[src/rtl/if_mem_port_pkg.sv]
// Shared types and constants for the instruction-fetch memory port.
package if_mem_port_pkg;

  localparam logic [2:0] BYTES_PER_INST = 3'd4;
  localparam logic [1:0] LAST_BYTE      = 2'd3;

  typedef enum logic [2:0] {
    ST_IDLE,
    ST_REQ,
    ST_READ,
    ST_DONE,
    ST_HIT
  } ifp_state_t;

endpackage

[src/rtl/if_mem_port_byte_assembler.sv]
// Byte-serial read engine: issues up to four byte addresses, tracks the one-cycle
// RAM latency and shifts bytes into a little-endian word.
module ifp_byte_assembler
  import if_mem_port_pkg::*;
(
  input  logic        clk,
  input  logic        rst_n,
  input  logic        clear,
  input  logic        issue_ok,
  input  logic [7:0]  mem_din,
  output logic        issue,
  output logic [2:0]  issue_cnt,
  output logic        done,
  output logic [31:0] word
);

  logic       issued;
  logic [1:0] cap_cnt;
  logic       full;

  assign issue = issue_ok && (issue_cnt < BYTES_PER_INST);
  // full remembers a completed word while the parent is paused by rdy
  assign done  = full || (issued && (cap_cnt == LAST_BYTE));

  always_ff @(posedge clk or negedge rst_n) begin
    if (!rst_n) begin
      issue_cnt <= '0;
      issued    <= 1'b0;
      cap_cnt   <= '0;
      full      <= 1'b0;
      word      <= '0;
    end else if (clear) begin
      issue_cnt <= '0;
      issued    <= 1'b0;
      cap_cnt   <= '0;
      full      <= 1'b0;
    end else begin
      issued <= issue;
      if (issue) begin
        issue_cnt <= issue_cnt + 3'd1;
      end
      if (issued) begin
        // byte k lands in bits [8k+7:8k] after four shifts from the top
        word    <= {mem_din, word[31:8]};
        cap_cnt <= cap_cnt + 2'd1;
        if (cap_cnt == LAST_BYTE) begin
          full <= 1'b1;
        end
      end
    end
  end

endmodule

[src/rtl/if_mem_port.sv]
// Instruction-fetch responder: arbitrates for the byte RAM bus, reads PC..PC+3 and
// returns the assembled word. Optional one-entry reuse buffer under IFP_REUSE_EN.
module if_mem_port
  import if_mem_port_pkg::*;
#(
  parameter int ADDR_WIDTH = 32,
  parameter int INST_WIDTH = 32
) (
  input  logic                  clk_in,
  input  logic                  rst_in,
  input  logic                  rdy_in,
  input  logic                  clr_in,
  input  logic                  if_to_mc_ready,
  input  logic [ADDR_WIDTH-1:0] if_to_mc_PC,
  output logic                  mc_to_if_valid,
  output logic                  mc_to_if_ready,
  output logic [INST_WIDTH-1:0] mc_to_if_inst,
  output logic [ADDR_WIDTH-1:0] mc_to_if_addr,
  output logic                  bus_req,
  input  logic                  bus_grant,
  output logic [ADDR_WIDTH-1:0] mem_a,
  input  logic [7:0]            mem_din,
  output logic                  mem_wr,
  input  logic                  inv_in
);

  ifp_state_t            state;
  ifp_state_t            state_nxt;
  logic [ADDR_WIDTH-1:0] base;
  logic                  accept;
  logic                  accept_d;
  logic                  hit;
  logic                  asm_issue;
  logic [2:0]            asm_cnt;
  logic                  asm_done;
  logic [INST_WIDTH-1:0] asm_word;
  logic [INST_WIDTH-1:0] done_inst;

  ifp_byte_assembler u_asm (
    .clk       (clk_in),
    .rst_n     (rst_in),
    .clear     (clr_in || (state != ST_READ)),
    .issue_ok  ((state == ST_READ) && rdy_in && !clr_in && bus_grant),
    .mem_din   (mem_din),
    .issue     (asm_issue),
    .issue_cnt (asm_cnt),
    .done      (asm_done),
    .word      (asm_word)
  );

`ifdef IFP_REUSE_EN
  logic                  buf_valid;
  logic [ADDR_WIDTH-1:0] buf_addr;
  logic [INST_WIDTH-1:0] buf_inst;
  logic                  from_buf;

  assign hit       = buf_valid && !inv_in && (if_to_mc_PC == buf_addr);
  assign done_inst = from_buf ? buf_inst : asm_word;

  always_ff @(posedge clk_in or negedge rst_in) begin
    if (!rst_in) begin
      buf_valid <= 1'b0;
      buf_addr  <= '0;
      buf_inst  <= '0;
      from_buf  <= 1'b0;
    end else begin
      if (clr_in || inv_in) begin
        buf_valid <= 1'b0;
      end else if (state == ST_DONE) begin
        buf_valid <= 1'b1;
        buf_addr  <= base;
        buf_inst  <= done_inst;
      end
      if (clr_in || (state == ST_DONE)) begin
        from_buf <= 1'b0;
      end else if (accept && hit) begin
        from_buf <= 1'b1;
      end
    end
  end
`else
  logic unused_inv;
  assign unused_inv = inv_in;
  assign hit        = 1'b0;
  assign done_inst  = asm_word;
`endif

  // DONE always lasts exactly one cycle; every other state is frozen while rdy_in is low
  always_comb begin
    state_nxt = state;
    accept    = 1'b0;
    if (clr_in) begin
      state_nxt = ST_IDLE;
    end else if (state == ST_DONE) begin
      state_nxt = ST_IDLE;
    end else if (rdy_in) begin
      case (state)
        ST_IDLE: begin
          if (if_to_mc_ready) begin
            accept    = 1'b1;
            state_nxt = hit ? ST_HIT : ST_REQ;
          end
        end
        ST_REQ:  if (bus_grant) state_nxt = ST_READ;
        ST_READ: if (asm_done)  state_nxt = ST_DONE;
        ST_HIT:  if (!accept_d) state_nxt = ST_DONE;
        default: state_nxt = ST_IDLE;
      endcase
    end
  end

  always_ff @(posedge clk_in or negedge rst_in) begin
    if (!rst_in) begin
      state          <= ST_IDLE;
      base           <= '0;
      accept_d       <= 1'b0;
      mc_to_if_valid <= 1'b0;
    end else begin
      state          <= state_nxt;
      accept_d       <= accept;
      mc_to_if_valid <= accept_d && !clr_in;
      if (accept) begin
        base <= if_to_mc_PC;
      end
    end
  end

  assign bus_req        = (state == ST_REQ) || (state == ST_READ);
  assign mem_a          = asm_issue ? (base + ADDR_WIDTH'(asm_cnt)) : '0;
  assign mem_wr         = 1'b0;
  assign mc_to_if_ready = (state == ST_DONE);
  assign mc_to_if_inst  = (state == ST_DONE) ? done_inst : '0;
  assign mc_to_if_addr  = (state == ST_DONE) ? base : '0;

endmodule

[config.mk]
export PLATFORM = sky130hd
export DESIGN_NAME = if_mem_port
export DESIGN_NICKNAME = d
export VERILOG_FILES = /design/src/rtl/if_mem_port_pkg.sv /design/src/rtl/if_mem_port_byte_assembler.sv /design/src/rtl/if_mem_port.sv
export SDC_FILE = /design/constraint.sdc
export NUM_CORES = 1
export LEC_CHECK = 0
export BUFFER_PORTS_ARGS = -buffer_cell sky130_fd_sc_hd__clkbuf_2
export CORE_MARGIN = 3
export CORE_UTILIZATION = 51
export CTS_CLUSTER_DIAMETER = 40
export DETAILED_ROUTE_END_ITERATION = 8
export GPL_TIMING_DRIVEN = 1
export PLACE_DENSITY = 0.82
export SYNTH_ARGS = -nofsm -noshare
export SYNTH_HDL_FRONTEND = slang
export SYNTH_SLANG_ARGS = --single-unit
[constraint.sdc]
create_clock -name clk_in -period 2.91 [get_ports clk_in]
set_clock_uncertainty 0.1 [all_clocks]
set_input_delay 0.582 -clock clk_in [delete_from_list [all_inputs] [get_ports clk_in]]
set_output_delay 0.582 -clock clk_in [all_outputs]
set_load 0.01 [all_outputs]
==> flow_summary.ini <==
[run_status]
status = complete, but fails checks
violations = setup timing

[floorplanning]
core_area_um2 = 7968
boundaryPins = 147
core.rowCount = 32
dieArea_um2 = 9573
die_w_um = 97.84
die_h_um = 97.84
start_util = 0.5399

[place]
dp_hpwl_um = 7490
portBuffers = 144
dp_worst_setup_slack_ns = -0.09149
place_inst = 650
place.gp.congestion = 0.7711

[global_route]
grt_pass1_vias = 3805
grt_max_degree = 76
grt_overflow = 0
antenna_found_initial = 0
grt_pass1_wl_um = 18820
grtUsageTotal = 0.2384

[clocking]
cts_tree = yes
cts.sinks = 75
clockBufferDepth = 2
cts-root-buf = clkbuf_8
clkSlewWorstSetupHoldPaths_ns = 0.10
cts_buffers = 9
clk_latency_ns = 0.36
htree_levels = 3

[route]
postRouteAntennaNets = 0
vias = 3841
wire_per_inst_um = 16.63
drtIter0Drc = 177
vias_per_cell = 5.615
wl_met3_um = 942
drc = 0
top_layer_used = met4
met1Wirelength_um = 4685
routed_wl_um = 11380
wl_met2_um = 5539
drt_pre_antenna_iters = 4

[sta]
max_clock_freq_ghz = 0.2895
worst_pin_slew_ns = 0.9569
setup_slack_ns = -0.5447
setup_viol_count_final = 21
drv_slew = 0
finalHoldViolations = 0
timing.final.crit_share = 1.187
relSlewSlack = 0.3621
rsz0062_at_grt = true
fin_crit_ns = 3.455

[synth]
synth_top_area_cell = dfrtp_1
syn_area_um2 = 4302
yosys.area_share.simple = 0.2202
synth_mux_area_frac = 0.1710
synthArstFlopShare = 1.000
yosys.area.top_type_share = 0.4363
ys_seq_area_frac = 0.4363
netlist-cell-type-count = 46
synth_area_leaders = dfrtp_1 44%, mux2_2 16%, and2_1 9.7%
post_synth_xor_area_fraction = 0.02036
postSynthAreaPerCell_um2 = 10.34
synth_top_family_by_area = simple AND/OR/NAND/NOR gates
synthCells = 416
synth-edff-count = 0
ys_warn_count = 0
yosys_register_bits = 75
syn_nets = 473
synth_ff_type = dfrtp_1
synth_compound_area_frac = 0.08232
synth_adder_area_share = 0.03083

[layout]
postLayoutCoreUtil = 0.7283
diodes = 0
fin_cells = 684
drive_above_1_share = 0.4897
layout.nets = 634
area_growth_pct = 34.90

[critical_path]
r2r-start = state[1]$_DFFE_PN0P_
r2r_setup_slack_ns = 0.80
crit_path_start_kind = flip-flop
worst_ep_required_time_ns = 2.23
criticalPathCategory = flip-flop to output port
worst-r2r-cell-count = 4
critPathCaptureType = output port
worst_r2r_endpoint = base[21]$_DFFE_PN0P_
cp.arrival_ns = 2.77
critPathMaxFanout = 5

[hold_path]
worstHoldPathType = input pin to async pin

[power]
clkPwrFrac = 0.314
power_leakage_nw = 2.835
switching_power_mw = 0.9905
comb_power_share = 0.199
powerDensity_nw_per_um2 = 520.4
p_seq_frac = 0.486
vdd_drop_max_uv = 335.0
p_int_mw = 2.029
swShare = 0.3280

[run]
max_cap_violations = 0
==> critical path: stages (launching register included) <==
cell       delay, ns
dfrtp_1         0.37
ha_2            0.21
inv_2           0.04
fa_2            0.33
and2b_2         0.25
o2111ai_4       0.17
clkbuf_16       0.22
or4b_1          0.47
a21oi_1         0.20
buf_2           0.16
==> flip-flops by register name, summed over array words and instances (netlist names) <==
signal,flops
accept_d,1
base,32
mc_to_if_valid,1
state,2
u_asm.cap_cnt,2
u_asm.full,1
u_asm.issue_cnt,3
u_asm.issued,1
u_asm.word,32
==> layer usage <==
layer / up-vias / global-route usage
li1: 1805 / -
met3: 23 / 0.05714
met2: 166 / 0.3827
met5: - / 0
met4: 0 / 0.08733
met1: 1847 / 0.3154
==> cells by family (layout without fill, tap and decap cells) <==
kind of cell,Yosys count,in the layout
flip-flops,75,75
AND/OR/NAND/NOR,160,160
adder cells (fa/ha/maj),10,10
other,1,1
AO/OA/AOI/OAI,55,56
XOR/XNOR,10,10
multiplexers,66,66
buffers and inverters,39,204
==> power groups by stage <==
| stage | Sequential [mW] | Combinational [mW] | Clock, mW |
|---|---|---|---|
| 2_1_floorplan | 1.38 | 0.366 | 0 |
| 3_3_place_gp | 1.45 | 0.478 | 0 |
| 3_5_place_dp | 1.47 | 0.497 | 0 |
| 4_1_cts | 1.45 | 0.572 | 0.961 |
| 5_1_grt | 1.50 | 0.669 | 0.998 |
| 6_report | 1.47 | 0.602 | 0.949 |
==> how the worst max path moves through the flow <==
stage	endpoint	slack [ns]	start
floorplan	mem_a[20]	0.01	u_asm.issue_cnt[0]$_DFFE_PN0P_
CTS	mem_a[28]	-0.48	u_asm.issue_cnt[0]$_DFFE_PN0P_
finish	mem_a[26]	-0.54	base[0]$_DFFE_PN0P_
global route	mem_a[26]	-0.64	u_asm.issue_cnt[0]$_DFFE_PN0P_
detailed placement	mem_a[24]	-0.09	base[0]$_DFFE_PN0P_
global placement	mem_a[18]	-0.03	base[0]$_DFFE_PN0P_
==> Yosys cell counts, drive strengths merged (2+ instances only) <==
master / count
inv: 13
nor4: 4
mux2i: 6
buf: 8
nand2: 18
or4: 11
o31ai: 11
and4: 6
or4b: 3
nand4: 6
mux2: 60
a21oi: 20
dfrtp: 75
ha: 9
nand3b: 2
nor2b: 2
xnor2: 6
nor2: 16
and2: 67
nand2b: 3
xor2: 4
or3: 6
nand3: 10
o21a: 3
clkbuf: 18
o41ai: 3
o21ai: 9
nor3: 3
a211oi: 2
o2111ai: 2
==> through the flow <==
step	hold slack (ns)	instance area [um^2]	TNS (ns)	power (mW)
3_3_place_gp	0.3478	5176	-0.09304	1.929
6_report	0.2363	5803	-5.138	3.020
4_1_cts	0.2948	5705	-5.142	2.987
3_5_place_dp	0.3513	5176	-0.5092	1.968
5_1_grt	0.3270	5803	-7.869	3.170
2_1_floorplan	0.1864	4302	0	1.748
==> placed cells by master, fill, tap and decap left out, types with 4 or more instances in the layout <==
cell type	synthesis	layout
clkbuf_2	1	130
dfrtp_1	75	75
and2_1	67	66
mux2_2	60	60
buf_4	1	24
nand2_1	18	18
nor2_1	16	16
a21oi_1	20	15
buf_2	4	13
inv_1	13	11
o31ai_1	11	11
or4_1	11	10
clkbuf_8	0	9
nand3_1	10	8
o21ai_0	9	8
nand4_1	6	6
or3_1	6	6
mux2i_1	6	6
xnor2_1	6	6
and4_1	5	5
ha_1	9	5
a21oi_2	0	4
xor2_1	4	4
inv_6	0	4
buf_6	1	4
==> cell type report <==
| class | count | area, um^2 |
|---|---|---|
| clock buffer | 9 | 123.9 |
| clock inverter | 7 | 106.4 |
| fill | 577 | 2165 |
| inverter | 13 | 48.80 |
| multi-input combinational | 303 | 2481 |
| sequential | 75 | 1877 |
| tap | 102 | 127.6 |
| timing repair buffer | 175 | 1039 |
==> what timing repair did <==
item | CTS | global route
setup endpoints to repair | 22 | 35
setup buffers | 12 | 3
pin swaps | 26 | 5
hold buffers | 0 | 0
resized for setup | 29 | 28
cloned | 3 | 0
No activity file was read; power rests on OpenSTA's default activity.
